[config.mk]
export PLATFORM = sky130hd
export DESIGN_NAME = vga_ram_prefetch
export DESIGN_NICKNAME = d
export VERILOG_FILES = /design/src/rtl/vga_pkg.sv /design/src/rtl/vga_word_fifo.sv /design/src/rtl/vga_ram_prefetch.sv
export SDC_FILE = /design/constraint.sdc
export NUM_CORES = 1
export LEC_CHECK = 0
export ABC_CLOCK_PERIOD_IN_PS = 5800
export BUFFER_PORTS_ARGS = -buffer_cell sky130_fd_sc_hd__buf_2
export CAP_MARGIN = 15
export CORE_MARGIN = 2
export CORE_UTILIZATION = 40
export CTS_CLUSTER_DIAMETER = 200
export DETAILED_ROUTE_END_ITERATION = 10
export PLACE_DENSITY = 0.55
export SYNTH_ARGS = -nofsm -noshare
export SYNTH_HDL_FRONTEND = slang
export SYNTH_HIERARCHICAL = 1
export SYNTH_SLANG_ARGS = --single-unit
[constraint.sdc]
create_clock -name clk -period 5.8 [get_ports clk]
set_input_delay 0.58 -clock clk [delete_from_list [all_inputs] [get_ports clk]]
set_output_delay 0.58 -clock clk [all_outputs]
set_load 0.05 [all_outputs]
[src/rtl/vga_pkg.sv]
// rtl/vga_pkg.sv - shared types and defaults for the VGA RAM prefetcher
package vga_pkg;

  typedef enum logic [1:0] {
    ST_IDLE,
    ST_REQ,
    ST_DRAIN,
    ST_DONE
  } req_state_t;

  localparam int          DEF_FRAME_WORDS = 153600;
  localparam logic [23:0] DEF_BASE_ADDR   = 24'h0;
  localparam int          PIX_W           = 8;

endpackage

[src/rtl/vga_word_fifo.sv]
// rtl/vga_word_fifo.sv - synchronous word FIFO with occupancy count and flush
module vga_word_fifo #(
  parameter int DATA_W = 16,
  parameter int DEPTH  = 8
) (
  input  logic                     clk,
  input  logic                     rst_n,
  input  logic                     flush,
  input  logic                     push,
  input  logic [DATA_W-1:0]        wdata,
  input  logic                     pop,
  output logic [DATA_W-1:0]        rdata,
  output logic [$clog2(DEPTH):0]   count,
  output logic                     empty
);

  localparam int PTR_W = $clog2(DEPTH);

  logic [DATA_W-1:0] r_mem [DEPTH];
  logic [PTR_W-1:0]  r_wptr;
  logic [PTR_W-1:0]  r_rptr;
  logic [PTR_W:0]    r_count;
  logic              w_do_push;
  logic              w_do_pop;

  assign w_do_push = push && (r_count != (PTR_W+1)'(DEPTH));
  assign w_do_pop  = pop && (r_count != '0);

  assign rdata = r_mem[r_rptr];
  assign count = r_count;
  assign empty = (r_count == '0);

  always_ff @(posedge clk) begin
    if (w_do_push && !flush) begin
      r_mem[r_wptr] <= wdata;
    end
  end

  always_ff @(posedge clk or negedge rst_n) begin
    if (!rst_n) begin
      r_wptr  <= '0;
      r_rptr  <= '0;
      r_count <= '0;
    end else if (flush) begin
      r_wptr  <= '0;
      r_rptr  <= '0;
      r_count <= '0;
    end else begin
      if (w_do_push) r_wptr <= r_wptr + PTR_W'(1);
      if (w_do_pop)  r_rptr <= r_rptr + PTR_W'(1);
      case ({w_do_push, w_do_pop})
        2'b10:   r_count <= r_count + (PTR_W+1)'(1);
        2'b01:   r_count <= r_count - (PTR_W+1)'(1);
        default: r_count <= r_count;
      endcase
    end
  end

endmodule

[src/rtl/vga_ram_prefetch.sv]
// rtl/vga_ram_prefetch.sv - prefetches framebuffer words from RAM and unpacks pixels
module vga_ram_prefetch
  import vga_pkg::*;
#(
  parameter int                ADDR_W      = 24,
  parameter int                DATA_W      = 16,
  parameter int                FIFO_DEPTH  = 8,
  parameter int                FRAME_WORDS = DEF_FRAME_WORDS,
  parameter logic [ADDR_W-1:0] BASE_ADDR   = ADDR_W'(DEF_BASE_ADDR)
) (
  input  logic              clk,
  input  logic              rst_n,
  input  logic              frame_start,
  output logic              mem_req,
  output logic [ADDR_W-1:0] mem_addr,
  input  logic              mem_ack,
  input  logic [DATA_W-1:0] mem_rdata,
  input  logic              pix_req,
  output logic [PIX_W-1:0]  pix_data,
  output logic              underflow
);

  localparam int CNT_W = $clog2(FRAME_WORDS + 1);
  localparam int FC_W  = $clog2(FIFO_DEPTH) + 1;

  req_state_t        r_state;
  req_state_t        w_state_nxt;
  logic [ADDR_W-1:0] r_addr;
  logic [CNT_W-1:0]  r_cnt;
  logic              r_byte_sel;
  logic [PIX_W-1:0]  r_pix_data;
  logic              r_underflow;

  logic [DATA_W-1:0] w_fifo_rdata;
  logic [FC_W-1:0]   w_fifo_count;
  logic              w_fifo_empty;
  logic              w_push;
  logic              w_pop;
  logic [CNT_W-1:0]  w_cnt_inc;
  logic [FC_W-1:0]   w_fill_after;

  assign mem_req   = (r_state == ST_REQ) || (r_state == ST_DRAIN);
  assign mem_addr  = r_addr;
  assign pix_data  = r_pix_data;
  assign underflow = r_underflow;

  // A flush in the same cycle as an ack drops the word instead of storing it.
  assign w_push       = (r_state == ST_REQ) && mem_ack && !frame_start;
  assign w_pop        = pix_req && !frame_start && !w_fifo_empty && r_byte_sel;
  assign w_cnt_inc    = r_cnt + CNT_W'(1);
  assign w_fill_after = w_fifo_count + FC_W'(1) - FC_W'(w_pop);

  vga_word_fifo #(
    .DATA_W (DATA_W),
    .DEPTH  (FIFO_DEPTH)
  ) u_fifo (
    .clk   (clk),
    .rst_n (rst_n),
    .flush (frame_start),
    .push  (w_push),
    .wdata (mem_rdata),
    .pop   (w_pop),
    .rdata (w_fifo_rdata),
    .count (w_fifo_count),
    .empty (w_fifo_empty)
  );

  always_comb begin
    w_state_nxt = r_state;
    if (frame_start) begin
      // An open RAM transaction must complete before the new frame fetches.
      if (mem_req && !mem_ack) w_state_nxt = ST_DRAIN;
      else                     w_state_nxt = ST_REQ;
    end else begin
      case (r_state)
        ST_IDLE: begin
          if ((w_fifo_count < FC_W'(FIFO_DEPTH)) && (r_cnt < CNT_W'(FRAME_WORDS)))
            w_state_nxt = ST_REQ;
        end
        ST_REQ: begin
          if (mem_ack) begin
            if ((w_fill_after < FC_W'(FIFO_DEPTH)) && (w_cnt_inc < CNT_W'(FRAME_WORDS)))
              w_state_nxt = ST_REQ;
            else if (w_cnt_inc == CNT_W'(FRAME_WORDS))
              w_state_nxt = ST_DONE;
            else
              w_state_nxt = ST_IDLE;
          end
        end
        ST_DRAIN: begin
          if (mem_ack) w_state_nxt = ST_IDLE;
        end
        ST_DONE:  w_state_nxt = ST_DONE;
        default:  w_state_nxt = ST_IDLE;
      endcase
    end
  end

  always_ff @(posedge clk or negedge rst_n) begin
    if (!rst_n) begin
      r_state     <= ST_IDLE;
      r_addr      <= BASE_ADDR;
      r_cnt       <= '0;
      r_byte_sel  <= 1'b0;
      r_pix_data  <= '0;
      r_underflow <= 1'b0;
    end else begin
      r_state <= w_state_nxt;

      if (frame_start) begin
        r_addr <= BASE_ADDR;
        r_cnt  <= '0;
      end else if (w_push) begin
        r_addr <= r_addr + ADDR_W'(1);
        r_cnt  <= w_cnt_inc;
      end

      // pix_data holds across a flush; a coincident pix_req counts against the new frame.
      if (frame_start) begin
        r_byte_sel  <= 1'b0;
        r_underflow <= pix_req;
      end else if (pix_req) begin
        if (w_fifo_empty) begin
          r_pix_data  <= '0;
          r_underflow <= 1'b1;
        end else begin
          r_pix_data <= r_byte_sel ? w_fifo_rdata[2*PIX_W-1:PIX_W] : w_fifo_rdata[PIX_W-1:0];
          r_byte_sel <= ~r_byte_sel;
        end
      end
    end
  end

endmodule

# Word-level counts from Yosys, hierarchy flattened
# Memory sizes are Yosys's and may differ from the RTL's.
# Index checks and enable logic that the tools add are counted.
[totals] reg_bits=64 latch_bits=0 mem_bits_rw=128 rom_bits=0 in_bits=21 output_inout_bits=34 elab_cells=90 mem_count=1
[classes] addsub=7 n_mul=0 div=0 magnitude_cmp=4 n_eq_ne=11 shift=0 n_mux=28 bitwise_logic=2 n_reduce_logical=28
[memory_table] memory="u_fifo.r_mem" depth=8 width=16 rd=1 rd_clocked_by_memory_dff=0 write_ports=1 line="vga_word_fifo.sv:19" rtl="logic [DATA_W-1:0] r_mem [DEPTH];"
[op_table] operator="two-way mux 24 bit" n=2
[op_table] operator="less-than comparator 18 bit (second input constant)" n=2
[op_table] operator="two-way mux 18 bit" n=2
[op_table] operator="adder 24 x 1 -> 24 bit (second input constant)" n=1
[op_table] operator="adder 18 x 1 -> 18 bit (second input constant)" n=1
[op_table] operator="== test 18 bit (second input constant)" n=1
[op_table] operator="two-way mux 8 bit" n=2
[op_table] operator="two-way mux 2 bit" n=7
[op_table] operator="two-way mux 3 bit" n=4
[op_table] operator="logical AND 1 bit" n=11
[op_table] operator="nonzero test 2 bit" n=5
[op_table] operator="inequality test 3 bit (second input constant)" n=3
[op_table] operator="less-than comparator 4 bit (second input constant)" n=2
[op_table] operator="two-way mux 1 bit" n=8
[op_table] operator="case mux 2 bit (4 select lines)" n=1
[op_table] operator="case mux 4 bit (2 select lines)" n=1
[op_table] operator="adder 3 x 1 -> 3 bit (second input constant)" n=2
[op_table] operator="== test 2 bit (second input constant)" n=3
[op_table] operator="AND reduction 2 bit" n=3
[op_table] operator="adder 4 x 1 -> 4 bit (second input constant)" n=1
[op_table] operator="== test 2 x 1 -> 1 bit (second input constant)" n=2
[op_table] operator="logical NOT 4 bit" n=1
[op_table] operator="two-way mux 4 bit" n=1
[op_table] operator="inequality test 4 bit (second input constant)" n=1
[op_table] operator="other kinds (10)" n=13

# Logic depth before layout (Yosys ltp)
[logic_depth] depth_word=11 ltp_mapped=13 mapped_depth_nobuf=12

# Cells and area by module
# The synthesis kept the hierarchy.
[by_module_without_submodules] module="vga_word_fifo" instances=1 cells_per_inst=268 area_each_um2=5525.3
[by_module_without_submodules] module="vga_ram_prefetch" instances=1 cells_per_inst=340 area_each_um2=3150.5

# Least setup slack after synthesis
# No wires, ideal clock.
[synth_path] path_type="input -> register" startpoint="input frame_start" endpoint="memory u_fifo.r_mem[0][0], enable pin" t_arrival_ns=3.051 slack_ns=2.340 path_stages=8 path_buffers=4 path_cell_list="buf_4 -> buf_6 -> clkbuf_1 -> nor2_1 -> clkbuf_1 -> nand2_1 -> or3_1 -> nor3_1"
[synth_between] elab_chain_len=6
[synth_lines] element="start: declaration" line="vga_ram_prefetch.sv:13" rtl="input logic frame_start,"
[synth_lines] element="logical NOT 1 bit" line="vga_ram_prefetch.sv:48" rtl="assign w_push = (r_state == ST_REQ) && mem_ack && !frame_start;"
[synth_lines] element="logical AND 1 bit" line="vga_ram_prefetch.sv:48"
[synth_lines] element="net w_push" line="vga_ram_prefetch.sv:37" rtl="logic w_push;"
[synth_lines] element="logical AND 1 bit" line="vga_word_fifo.sv:26" rtl="assign w_do_push = push && (r_count != (PTR_W+1)'(DEPTH));"
[synth_lines] element="logical AND 1 bit" line="vga_word_fifo.sv:34" rtl="if (w_do_push && !flush) begin"
[synth_lines] element="two-way mux 1 bit" line="vga_word_fifo.sv:34"
[synth_lines] element="two-way mux 1 bit (implied by the code)" line="vga_word_fifo.sv:35" rtl="r_mem[r_wptr] <= wdata;"
[synth_lines] element="end: declaration" line="vga_word_fifo.sv:19"
# The timed path passes the listed nets, and every way through them passes these cells.

# Worst setup path after layout
[layout_path] startpoint="register r_state[1]" endpoint="memory u_fifo.r_mem[4][0], enable pin"
[layout_between] elab_chain_len=7
[layout_lines] element="start: declaration" line="vga_ram_prefetch.sv:26" rtl="req_state_t r_state;"
[layout_lines] element="start signal: assignment" line="vga_ram_prefetch.sv:108" rtl="r_state <= w_state_nxt;"
[layout_lines] element="== test 2 x 1 -> 1 bit" line="vga_ram_prefetch.sv:48"
[layout_lines] element="logical AND 1 bit (2 in a row)" line="vga_ram_prefetch.sv:48"
[layout_lines] element="net w_push" line="vga_ram_prefetch.sv:37"
[layout_lines] element="logical AND 1 bit" line="vga_word_fifo.sv:26"
[layout_lines] element="logical AND 1 bit" line="vga_word_fifo.sv:34"
[layout_lines] element="two-way mux 1 bit" line="vga_word_fifo.sv:34"
[layout_lines] element="two-way mux 1 bit (implied by the code)" line="vga_word_fifo.sv:35"
# The timed path passes the listed nets, and every way through them passes these cells.

==> impl_metrics.ini <==
[run_status]
status = finished, final reports clean

[pwr]
p_int_mw = 2.16
vdd_drop_max_mv = 0.201
total_power_mw = 2.96
powerDensity_nw_per_um2 = 302
clkPwrFrac_pct = 40.3
power_switching_mw = 0.801
p_leak_nw = 3.59
pwr-share-comb_pct = 8.2
p_sw_share_pct = 27.0
seq_power_share_pct = 51.5

[yosys]
synth_fp_nets = 641
yosysWarnings = 6
synth_cells = 608
syn_avg_cell_area_um2 = 14.3
ys.flop_type = edfxtp_1
yosysUniqueCellTypes = 61
synthAdderAreaFrac_pct = 1.73
synth-edff-count = 128
synth_top_family_by_area = simple AND/OR/NAND/NOR gates
synth.yosys.seq_area_share_pct = 62.8
synth_mux_area_share_pct = 11.8
ys_ff_latch = 192
yosys.area_share.simple_pct = 12.2
synthesis.area_um2 = 8680
synthArstFlopShare_pct = 33.3
synth-compound-area-share_pct = 3.91
synth_xor_xnor_area_share_pct = 5.15

[floorplanning]
core_area_um2 = 21200
die_w_um = 151
die_h_um = 151
row_count = 53
initial_utilization_pct = 41.0
ios = 55
die_area_um2 = 22900

[critical_path]
critPathArrivalTime_ns = 3.34
worst-path-max-fanout = 11
critPathKind = flip-flop to flip-flop
crit_required_ns = 5.92
startpoint = r_state[1]
endpoint_kind = flip-flop
rrSetupSlack_ns = 2.59
r2r-start = r_state[1]
r2r-end = u_fifo/r_mem[4][0]
reg2reg_depth = 8
startpoint_type = flip-flop

[flow_run]
maxCapViolCount = 0

[clocking]
clkLatencyLatePin_ns = 0.44
cts_tree = yes
cts-htree-levels = 4
cts_setup_buffers = 0
clockBufferDepth = 2
ctsResizeCount = 0
cts_root_buf = clkbuf_16
path_clk_slew_ns = 0.08
ctsHoldBuffers = 0
clkSinkCount = 192
cts_made_buffers = 17

[placed_design]
pre_cts_ws_ns = 2.15
gp_congestion = 0.796
portBuffers = 54
dpl.hpwl_um = 11200
placed_area_um2 = 9200

[drt]
vias = 5126
vias_per_cell = 5.41
wirelength_um = 17800
drt_iter0_drc = 291
wire_per_inst_um = 18.8
drc = 0
dr.pass1.iters = 4
ant_nets = 0

[sta]
relSlewSlack_pct = 33.6
finalWorstPathRequiredPeriod_ns = 3.21
rsz0062_at_grt = false
clock_skew_ns = 0.0186
max_freq_mhz = 311
worst_pin_slew_ns = 0.997
finalSetupViolCount = 0
slew_violations = 0
tns_ns = 0
post-route-period-util_pct = 55.4
hold_viol_final = 0
fin_ws_ns = 2.59

[global_routing]
grt_pass1_wl_um = 28300
grt_pass1_vias = 5035
grt_max_degree = 65
grt_use_total_pct = 16.5
antenna_found_initial = 0
grt_overflow = 0

[final_layout]
final_util_pct = 46.4
mostFrequentLayoutCells = edfxtp_1 (128), nor2_1 (64), dfrtp_1 (62), buf_2 (54), nand2_1 (41)
area_growth_pct = 13.2
drive_gt1_share_pct = 24.5
layout_commonest_cell = edfxtp_1
antennaDiodeCount = 0
fin_nets = 693
n_fill_cell = 1886
design_area_um2 = 9820

[min_path]
hp-class = input pin to async pin
## layout make-up
class                   count  area, um2  share of cell area (%)
flip-flops and latches    192       5450                    55.5
multi-input cells         377       3030                    30.8
clock buffers              17        425                    4.33
repair buffers             65        353                    3.59
well taps                 275        344                    3.50
clock inverters            15        199                    2.02
inverters                   7       26.3                   0.267
## worst max-delay path by stage
stage / end / slack, ns / cells past startpoint
2_1_floorplan: u_fifo/r_mem[0][0] / 2.34 / 8
3_3_place_gp: u_fifo/count[3] / 2.34 / 11
3_5_place_dp: u_fifo/count[3] / 2.15 / 11
4_1_cts: u_fifo/r_mem[4][0] / 2.54 / 8
5_1_grt: u_fifo/r_mem[4][0] / 2.25 / 8
6_report: u_fifo/r_mem[4][0] / 2.59 / 8
## flip-flops by register name (all words and copies together) (netlist names)
signal,cells
u_fifo/r_wptr,3
r_cnt,18
u_fifo/count,4
u_fifo/r_mem,128
r_state,2
underflow,1
u_fifo/r_rptr,3
pix_data,8
mem_addr,24
r_byte_sel,1
## routing by layer
metal  wire (um)  track usage [%]  vias up
met4         153             4.86        0
met1        8070             22.7     2622
met2        8590             26.2      117
met3        1030             3.89       12
met5           0                0        -
li1            -                -     2375
## critical path, stage by stage (launching register included)
cell and delay (ns):
dfrtp_1 0.43, inv_1 0.12, ha_1 0.23, nand2_1 0.24, nor2_1 0.54, nand2_1 0.19
or3_1 0.42, nor2_1 0.41, buf_4 0.32
## synth_stat cells (all sizes together) (16+ instances only)
master / number / share of area, %
mux2: 16 / 2.1
o21ai: 16 / 0.92
dfrtp: 64 / 18
nand2: 43 / 1.9
xnor2: 25 / 2.5
buf: 17 / 1.5
nand3: 21 / 1.3
nand4: 16 / 1.3
mux4: 32 / 8.3
edfxtp: 128 / 44
xor2: 26 / 2.6
nor2: 65 / 2.8
## power by group through the flow
stage	Sequential, mW	Clock [mW]	Combinational, mW
5_1_grt	1.53	1.28	0.272
3_3_place_gp	1.55	0	0.238
6_report	1.53	1.19	0.242
3_5_place_dp	1.56	0	0.244
4_1_cts	1.53	1.23	0.246
2_1_floorplan	1.57	0	0.149
## through the flow
step | std cells | hold WS [ns]
final | 948 | 0.330
after global routing | 948 | 0.400
after CTS | 948 | 0.357
after detailed placement | 916 | 0.473
after global placement | 916 | 0.463
after floorplan | 608 | 0.284
## cells by family (layout without fill, tap and decap cells)
logic type | Yosys count | in the layout
AOI/OAI and AO/OA | 50 | 50
xor gates and xnor gates | 51 | 51
adders and majority gates | 12 | 12
buffers and inverters | 39 | 104
DFF | 192 | 192
muxes | 60 | 60
and+or+nand+nor | 204 | 204
Note: power is estimated with default switching activity, not from simulation.
